$ cat src/rtl/pc_fetch_ctrl.sv
// IF-stage PC register and single-outstanding instruction fetch requester with redirect/discard handling.
// Optional feature macro: FETCH_ALIGN_CHECK_EN (misaligned fetch raises adelF instead of issuing a request).
module pc_fetch_ctrl #(
   parameter logic [31:0] RESET_PC = 32'hBFC0_0000
) (
   input  logic        clk,
   input  logic        resetn,
   input  logic [31:0] pcnextbrFD,
   input  logic        stallF,
   input  logic        redirect_valid,
   input  logic [31:0] redirect_pc,
   output logic [31:0] pcF,
   output logic [31:0] pcplus4F,
   output logic [31:0] instrF,
   output logic        instr_validF,
   output logic        adelF,
   output logic        inst_req,
   output logic [31:0] inst_addr,
   input  logic        inst_addr_ok,
   input  logic        inst_data_ok,
   input  logic [31:0] inst_rdata
);

   typedef enum logic [2:0] {
      BOOT,
      REQ,
      WAIT,
      HOLD,
      DISCARD
   } state_t;

   state_t      state_reg, state_next;
   logic [31:0] pc_reg, pc_next;
   logic [31:0] instr_reg, instr_next;
   logic [31:0] pend_pc_reg, pend_pc_next;
   logic        pend_v_reg, pend_v_next;
   logic        misaligned;

`ifdef FETCH_ALIGN_CHECK_EN
   logic adel_reg, adel_next;
   assign misaligned = (pc_reg[1:0] != 2'b00);
   assign adelF      = adel_reg;
`else
   assign misaligned = 1'b0;
   assign adelF      = 1'b0;
`endif

   always_ff @(posedge clk or negedge resetn) begin
      if (!resetn) begin
         state_reg   <= BOOT;
         pc_reg      <= RESET_PC;
         instr_reg   <= 32'h0;
         pend_pc_reg <= 32'h0;
         pend_v_reg  <= 1'b0;
`ifdef FETCH_ALIGN_CHECK_EN
         adel_reg    <= 1'b0;
`endif
      end else begin
         state_reg   <= state_next;
         pc_reg      <= pc_next;
         instr_reg   <= instr_next;
         pend_pc_reg <= pend_pc_next;
         pend_v_reg  <= pend_v_next;
`ifdef FETCH_ALIGN_CHECK_EN
         adel_reg    <= adel_next;
`endif
      end
   end

   always_comb begin
      state_next   = state_reg;
      pc_next      = pc_reg;
      instr_next   = instr_reg;
      pend_pc_next = pend_pc_reg;
      pend_v_next  = pend_v_reg;
`ifdef FETCH_ALIGN_CHECK_EN
      adel_next    = adel_reg;
`endif
      case (state_reg)
         BOOT: begin
            if (redirect_valid) pc_next = redirect_pc;
            state_next = REQ;
         end
         REQ: begin
            if (misaligned) begin
               // No request is on the bus, so a redirect can take effect immediately.
               if (redirect_valid) begin
                  pc_next = redirect_pc;
               end else begin
                  instr_next = 32'h0;
`ifdef FETCH_ALIGN_CHECK_EN
                  adel_next  = 1'b1;
`endif
                  state_next = HOLD;
               end
            end else begin
               // Request must stay stable until accepted; a redirect is parked in pend.
               if (redirect_valid) begin
                  pend_pc_next = redirect_pc;
                  pend_v_next  = 1'b1;
               end
               if (inst_addr_ok)
                  state_next = (pend_v_reg || redirect_valid) ? DISCARD : WAIT;
            end
         end
         WAIT: begin
            if (redirect_valid) begin
               if (inst_data_ok) begin
                  pc_next    = redirect_pc;
                  state_next = REQ;
               end else begin
                  pend_pc_next = redirect_pc;
                  pend_v_next  = 1'b1;
                  state_next   = DISCARD;
               end
            end else if (inst_data_ok) begin
               instr_next = inst_rdata;
               state_next = HOLD;
            end
         end
         DISCARD: begin
            if (redirect_valid) pend_pc_next = redirect_pc;
            if (inst_data_ok) begin
               pc_next     = redirect_valid ? redirect_pc : pend_pc_reg;
               pend_v_next = 1'b0;
               state_next  = REQ;
            end
         end
         HOLD: begin
            if (redirect_valid || !stallF) begin
               pc_next    = redirect_valid ? redirect_pc : pcnextbrFD;
               state_next = REQ;
`ifdef FETCH_ALIGN_CHECK_EN
               adel_next  = 1'b0;
`endif
            end
         end
         default: state_next = BOOT;
      endcase
   end

   assign pcF          = pc_reg;
   assign pcplus4F     = pc_reg + 32'd4;
   assign instrF       = instr_reg;
   assign instr_validF = (state_reg == HOLD);
   assign inst_req     = (state_reg == REQ) && !misaligned;
   assign inst_addr    = pc_reg;

endmodule
$ cat config.mk
export PLATFORM = sky130hd
export DESIGN_NAME = pc_fetch_ctrl
export DESIGN_NICKNAME = d
export VERILOG_FILES = /design/src/rtl/pc_fetch_ctrl.sv
export SDC_FILE = /design/constraint.sdc
export NUM_CORES = 1
export LEC_CHECK = 0
export ABC_AREA = 1
export CAP_MARGIN = 20
export CORE_ASPECT_RATIO = 2
export CORE_MARGIN = 2
export CORE_UTILIZATION = 50
export CTS_CLUSTER_SIZE = 12
export DETAILED_ROUTE_END_ITERATION = 12
export PLACE_DENSITY = 0.95
export SYNTH_ARGS = -nofsm -noshare
export SYNTH_HDL_FRONTEND = slang
export SYNTH_SLANG_ARGS = --single-unit
$ cat constraint.sdc
create_clock -name clk -period 2.85 [get_ports clk]
set_input_delay 0.57 -clock clk [delete_from_list [all_inputs] [get_ports clk]]
set_output_delay 0.57 -clock clk [all_outputs]
set_load 0.01 [all_outputs]
Yosys cells after proc, flatten, opt, wreduce, memory -nomap -nowiden
Cells that the tools add are included. Widths: inputs -> output; s select.

Memories kept: 0. Input port bits: 102. Bits in latches: 0. Memory bits (writable): 0. Register bits after elaboration: 100. Output and inout bits: 131. Bits in read-only memories: 0. Word-level logic and storage cells: 57.

$add $sub $neg: 1. Mux-type cells: 24. Bitwise gates (word level): 1. Shift-type cells: 0. Divide/modulo/power cells: 0. Order comparisons: 0. Equal/unequal tests: 13. Reduce and logical (&&, ||, !) cells: 13. $mul: 0.

Operators with widths (number): $mux 32 (9); $pmux 32 s4 (1); $pmux 32 s2 (1); $add 32x3->32 const B (1); $mux 3 (7); $pmux 3 s5 (1); $ne 2x2->1 const B (6); $eq 3x2->1 const B (2); $reduce_and 3->1 (2); $reduce_and 6->1 (1); $reduce_and 5->1 (1); $mux 1 (4); $ne 2x1->1 const B (2); $reduce_and 4->1 (1); $reduce_bool 4->1 (1); $eq 3x1->1 const B (1); $eq 3x3->1 const B (1); $logic_not 3->1 (1); $ne 3x3->1 const B (1); $pmux 1 s3 (1); $reduce_bool 3->1 (1); $logic_or 1x1->1 (2); $reduce_bool 2->1 (1); $reduce_or 2->1 (1); 2 further kinds (2).

Logic depth before layout (Yosys ltp)
Gate-level depths: netlist of the first run.

Depth in word-level cells: 4. Gate-level depth with buffers: 10. Gate-level depth less buffers: 8.

Worst setup path after synthesis of the first run
OpenSTA, ideal clock, no wires.

Kind: reg2out. From: reg pc_reg[2], in the netlist inst_addr[2]. To: out pcplus4F[12]. Setup slack: 0.793 ns. Data arrival time: 1.487 ns. Required time: 2.280 ns. Stages on the path, launching flop included: 7. Buffers on the path: 0. Path through: dfrtp_1 -> ha_1 -> nand3_1 -> inv_1 -> nand2_1 -> nor2_1 -> xor2_1.

Word-level cells in the longest chain between the ends: 1.

Ends and longest elaborated chain: start: declaration (RTL line 33) `logic [31:0] pc_reg, pc_next;`; start signal: assignment (RTL line 60) `pc_reg <= pc_next;`; $add 32x3->32 (RTL line 143) `assign pcplus4F = pc_reg + 32'd4;`; end: declaration (RTL line 13) `output logic [31:0] pcplus4F,`.

Every way passes these cells.

Worst setup path in the final report of the first run
From: reg pc_reg[5], in the netlist inst_addr[5]. To: out pcplus4F[29].

Same word-level chain as after synthesis.

==> results of run 1 <==
[power by group]
group	internal, mW	switching [mW]
Sequential	2.11	0.653
Clock	0.694	0.559
Combinational	2.62	3.07
[worst paths after layout]
check                                              to                       start  slack [ps]
setup / recovery                         pcplus4F[29]    inst_addr[5]$_DFFE_PN0P_          20
hold / removal               state_reg[1]$_DFFE_PN0P_                      resetn         150
setup reg to reg           pend_pc_reg[2]$_DFFE_PN0P_    state_reg[2]$_DFFE_PN0P_         930
hold reg to reg            pend_pc_reg[7]$_DFFE_PN0P_  pend_pc_reg[7]$_DFFE_PN0P_         480
max in group asynchronous   inst_addr[22]$_DFFE_PN1P_                      resetn        1970
min in group clk           pend_pc_reg[7]$_DFFE_PN0P_  pend_pc_reg[7]$_DFFE_PN0P_         480
[cells by family after synthesis]
logic type | synth area share, %
compound gates | 4.85
flops | 36.7
simple gates | 46.0
xor+xnor | 1.92
other cells | 0.0547
fa+ha+maj | 0.182
buf+inv | 10.4
[metrics by stage]
step	TNS, ps	utilization (%)	area, µm²
after floorplan	0	-	6860
after global placement	0	67.1	9010
after detailed placement	0	67.1	9010
after CTS	-11.8	69.7	9370
after global routing	-59.4	70.4	9460
final	0	70.4	9460
[cell type report]
| cell class | instances | area, µm² |
|---|---|---|
| clock inverter | 7 | 83.8 |
| tap | 155 | 194 |
| clock buffer | 9 | 225 |
| fill | 1096 | 3970 |
| inverter | 52 | 195 |
| sequential | 100 | 2530 |
| timing repair buffer | 258 | 2540 |
| multi-input combinational | 863 | 3700 |
[synth_stat cells, drive strengths merged]
library cell,number,area share [%]
nand2,629,35
conb,1,0.055
dfrtp,91,33
dfstp,9,3.4
nand3b,13,1.4
ha,1,0.18
inv,52,2.8
o21ai,65,4.7
nand4,3,0.27
xor2,9,1.1
buf,70,6.6
o21bai,1,0.11
nand3,77,5.8
nor2,57,3.6
clkbuf,16,0.93
and2,1,0.091
xnor2,6,0.77
[repair_timing]
item                       CTS  global route
pin swaps                    0             1
setup buffers                2             6
setup endpoints to repair   11            19
gates resized for setup     11            22
[layer usage]
metal,vias up,track usage (%)
li1,3734,-
met1,3452,29.4
met2,395,51.6
met3,94,5.01
met4,0,22.6
met5,-,0
[worst max-delay path, delay by kind of cell, from the launching register on]
kind	cells	cell delay, ps
DFF	1	440
and+or+nand+nor	6	910
buffers and inverters	1	550
==> results.sh, run 1 <==
export IMPL_finalNonFillerCells=1444
export IMPL_critPathArrivalTime_ps=2260
export IMPL_p_leak_nw=4.74
export IMPL_synth_distinct_cells=27
export IMPL_cts_root_buf="clkbuf_16"
export IMPL_grt_pass1_vias=7306
export IMPL_wl_met2_mm=11.2
export IMPL_syn_inst=1101
export IMPL_crit_path_max_fanout=7
export IMPL_dp_hpwl_mm=16.0
export IMPL_fp_row_count=60
export IMPL_required_ps=2280
export IMPL_worst_slack_ps=24.7
export IMPL_fin_hold_ws_ps=154
export IMPL_gp_congestion=0.963
export IMPL_cts_max_level=3
export IMPL_dieWidth_um=86.8
export IMPL_cts_tree="yes"
export IMPL_detail_route_antenna_nets=0
export IMPL_final_nets=1387
export IMPL_antenna_found_initial=0
export IMPL_slew_limit_headroom_pct=53.1
export IMPL_slowest_delay_ps=550
export IMPL_drc_errors=0
export IMPL_outcome="complete, no violations"
export IMPL_wl_met3_mm=1.41
export IMPL_netlist_area_um2=6860
export IMPL_die_h_um=170
export IMPL_antenna_cells=0
export IMPL_ys_ff_latch=100
export IMPL_cts_buffer_depth=2
export IMPL_grt_total_usage_pct=29.3
export IMPL_worstSetupStartpointType="flop"
export IMPL_clock_skew_final_ps=6.23
export IMPL_via_per_inst=5.32
export IMPL_wl_per_cell_um=14.8
export IMPL_vias=7675
export IMPL_grt_max_degree=68
export IMPL_yosysSeqAreaShare_pct=36.7
export IMPL_p_per_area_nw_per_um2=1030
export IMPL_total_power_mw=9.71
export IMPL_period_share_pct=99.1
export IMPL_crit_top_cell="nand2_1"
export IMPL_pin_count=233
export IMPL_routed_top_layer="met4"
export IMPL_first_pass_iters=8
export IMPL_final_cell_mix="616 x nand2_1, 230 x clkdlybuf4s50_1, 80 x dfrtp_1"
export IMPL_dieArea_um2=14700
export IMPL_cp_slowest_cell="clkdlybuf4s50_1"
export IMPL_maxCapViolCount=0
export IMPL_drtIter0Drc=706
export IMPL_mostFrequentLayoutCell="nand2_1"
export IMPL_rr_worst_depth=8
export IMPL_crit_type="flop to primary output"
export IMPL_crit_chain="nand2_1 > nor2_2 > nand2_1 > nor2_2 > nand3b_1 > nand2_1 > clkdlybuf4s50_1"
export IMPL_insertion_delay_ps=350
export IMPL_setup_viol=0
export IMPL_gr_total_overflow=0
export IMPL_period_needed_ps=2830
export IMPL_numClockSinks=100
export IMPL_post_place_ws_ps=19.2
export IMPL_tightest_slew_ps=703
export IMPL_hold_viol=0
export IMPL_cp_end_kind="primary output"
export IMPL_area_delta_synth_final_pct=38.0
export IMPL_grt_setup_unrepaired="yes"
export IMPL_wirelength_met1_mm=7.15
export IMPL_synth_warnings=0
export IMPL_io_buffers=231
export IMPL_start_util_pct=51.0
export IMPL_core_um2=13400
export IMPL_fmax_ghz=0.354
export IMPL_hold_buffers=0
export IMPL_grt_pass1_wl_mm=34.0
export IMPL_hold_class="primary input to async pin"
export IMPL_cts_buffers=9
export IMPL_drv_slew=0
export IMPL_synth_avg_cell_area_um2=6.23
export IMPL_vdd_drop_max_v=0.000587
export IMPL_clkTransAtPathRegs_ps=70
export IMPL_synth_fp_nets=1204
export IMPL_dp_cells=1420
export IMPL_drive_gt1_share_pct=7.91
export IMPL_routed_wl_mm=21.3
No activity file was read; power rests on OpenSTA's default activity.
==> run 2: changes to the inputs <==
ABC_AREA = 0   (was 1)
CELL_PAD_IN_SITES_DETAIL_PLACEMENT = 1   (was unset)
CELL_PAD_IN_SITES_GLOBAL_PLACEMENT = 2   (was unset)
CORE_UTILIZATION = 27   (was 50)
==> run 2 against run 1 <==
Net effect:
- utilization is 28 points lower
- cell count fell by 32%
- clock-buffer cell count grew 3
- via count down 40%
- setup slack improved by 60 ps
- critical path depth fell by 2
- hold slack worse by 25 ps
- sequential power decreased by 6%
- largest cell class is now non-clock buffers
- largest power group unchanged
- highest routed layer unchanged
==> results.sh, run 2 <==
export IMPL_outcome="complete, no violations"
export IMPL_io_buffers=231
export IMPL_crit_path_max_fanout=7
export IMPL_grt_pass1_wl_mm=27.1
export IMPL_clock_skew_final_ps=6.07
export IMPL_tightest_slew_ps=593
export IMPL_gp_congestion=0.761
export IMPL_worstSetupStartpointType="flop"
export IMPL_syn_inst=502
export IMPL_setup_viol=0
export IMPL_crit_type="flop to primary output"
export IMPL_fin_hold_ws_ps=128
export IMPL_final_cell_mix="213 x clkdlybuf4s50_1, 87 x dfrtp_1, 61 x mux2_2"
export IMPL_period_share_pct=97.0
export IMPL_grt_setup_unrepaired="yes"
export IMPL_hold_viol=0
export IMPL_synth_async_reset_ratio_pct=100
export IMPL_cts_max_level=3
export IMPL_slew_limit_headroom_pct=60.5
export IMPL_netlist_area_um2=5260
export IMPL_synthTopCellsByArea="dfrtp_1 43%, mux2_2 13%, o21ai_0 5.2%"
export IMPL_cp_end_kind="primary output"
export IMPL_vias=4586
export IMPL_clkTransAtPathRegs_ps=60
export IMPL_first_pass_iters=4
export IMPL_cts_root_buf="clkbuf_16"
export IMPL_area_delta_synth_final_pct=55.0
export IMPL_gr_total_overflow=0
export IMPL_dieArea_um2=20700
export IMPL_maxCapViolCount=0
export IMPL_r2r_slack_ps=800
export IMPL_rr_worst_depth=5
export IMPL_synth_area_leader_cell="dfrtp_1"
export IMPL_drc_errors=0
export IMPL_insertion_delay_ps=350
export IMPL_numClockSinks=100
export IMPL_ys_flop_type="dfrtp_1"
export IMPL_die_h_um=201
export IMPL_core_um2=19200
export IMPL_cts_buffers=9
export IMPL_p_leak_nw=3.49
export IMPL_hold_class="primary input to async pin"
export IMPL_synth_fp_nets=605
export IMPL_synth_most_common_cell="dfrtp_1"
export IMPL_routed_wl_mm=17.5
export IMPL_synth_distinct_cells=40
export IMPL_start_util_pct=27.4
export IMPL_period_needed_ps=2770
export IMPL_wl_per_cell_um=17.9
export IMPL_critPathArrivalTime_ps=2200
export IMPL_pin_count=233
export IMPL_drv_slew=0
export IMPL_cts_buffer_depth=2
export IMPL_synth_edff_count=0
export IMPL_fmax_ghz=0.362
export IMPL_ys_ff_latch=100
export IMPL_p_per_area_nw_per_um2=977
export IMPL_grt_pass1_vias=5102
export IMPL_via_per_inst=4.67
export IMPL_drive_gt1_share_pct=19.2
export IMPL_antenna_found_initial=2
export IMPL_synth_warnings=0
export IMPL_vdd_drop_max_v=0.000412
export IMPL_grt_total_usage_pct=17.1
export IMPL_yosysSeqAreaShare_pct=47.8
export IMPL_finish_utilization_pct=42.5
export IMPL_synth_common_cells="91 x dfrtp_1, 61 x mux2_2, 55 x o21ai_0"
export IMPL_drtIter0Drc=114
export IMPL_worstReg2RegStart="state_reg[0]$_DFFE_PN0P_"
export IMPL_fp_row_count=72
export IMPL_detail_route_antenna_nets=0
export IMPL_tns_ps=0
export IMPL_final_nets=818
export IMPL_synth_avg_cell_area_um2=10.5
export IMPL_required_ps=2280
export IMPL_dp_hpwl_mm=13.2
export IMPL_critical_path_startpoint="inst_addr[2]$_DFFE_PN0P_"
export IMPL_worstReg2RegEnd="inst_addr[28]$_DFFE_PN1P_"
export IMPL_grt_max_degree=65
export IMPL_mostFrequentLayoutCell="clkdlybuf4s50_1"
export IMPL_cts_tree="yes"
export IMPL_netlist_area_leader_share_pct=43.3
export IMPL_dieWidth_um=103
[run 2: cell count changes after synthesis, moves of 8 or more]
cell      delta
nand2_1    -574
nand3_1     -64
mux2_2      +61
nor2_1      -45
a22oi_1     +32
xnor2_1     +16
buf_2       -14
o21ai_0     +12
inv_1       -11
nand3b_1    -11
o21ai_1      -9
clkbuf_1     -8
nand2_2      -8
[run 2: area by class of cell]
cell class,count,area (µm²)
Fill cell,2107,11000
Timing Repair Buffer,263,2620
Sequential cell,100,2520
Multi-Input combinational cell,304,2240
Tap cell,259,324
Clock buffer,12,256
Inverter,37,139
Clock inverter,4,47.5
Antenna cell,2,5.00
[run 2: cells by family after synthesis]
family | Yosys count | share of synthesized area (%)
compound gates | 108 | 12.6
xor+xnor | 28 | 4.66
fa+ha+maj | 1 | 0.238
buf+inv | 98 | 10.8
flops | 100 | 47.8
mux | 64 | 13.7
other cells | 1 | 0.0713
simple gates | 102 | 10.1
[run 2: worst max path at each step]
stage | to | slack, ps | depth (start not counted)
2_1_floorplan | pcplus4F[28] | 680 | 4
3_3_place_gp | pcplus4F[17] | 280 | 4
3_5_place_dp | pcplus4F[13] | 210 | 6
4_1_cts | pcplus4F[17] | -40 | 5
5_1_grt | pcplus4F[17] | -60 | 5
6_report | pcplus4F[17] | 80 | 5
[run 2: per-layer routing]
| metal | up-vias | GRT usage, % | part of all wire [%] |
|---|---|---|---|
| li1 | 2130 | - | - |
| met3 | 29 | 3.33 | 4.5 |
| met2 | 140 | 32.8 | 58 |
| met4 | 0 | 8.62 | 3.4 |
| met5 | - | 0 | 0 |
| met1 | 2287 | 16.3 | 34 |
[run 2: critical path, stage by stage, from the launching register on]
cell	delay, ps
dfrtp_1	350
buf_4	160
nand4_1	210
nor4_2	380
xor2_1	180
clkdlybuf4s50_1	570
[run 2: metrics by stage]
step	total power [mW]	std cells	setup slack, ps	area (µm²)
final	7.96	981	84.4	8150
after global routing	8.45	981	-60.4	8150
after CTS	8.06	978	-41.3	8080
after detailed placement	6.76	958	215	7740
after global placement	6.62	958	285	7740
after floorplan	4.60	502	681	5260
[run 2: what timing repair did]
item	4_1_cts	5_1_grt
pin swaps	3	1
buffers inserted	4	1
endpoints found under the setup margin	21	13
resized for setup	14	21
hold buffers	0	0
[run 2: where the power goes]
part	switching, mW	leakage [nW]	internal [mW]
sequential	0.540	1.23	2.05
clock	0.533	0.149	0.726
combinational	1.76	2.11	2.35
total	2.83	3.49	5.13
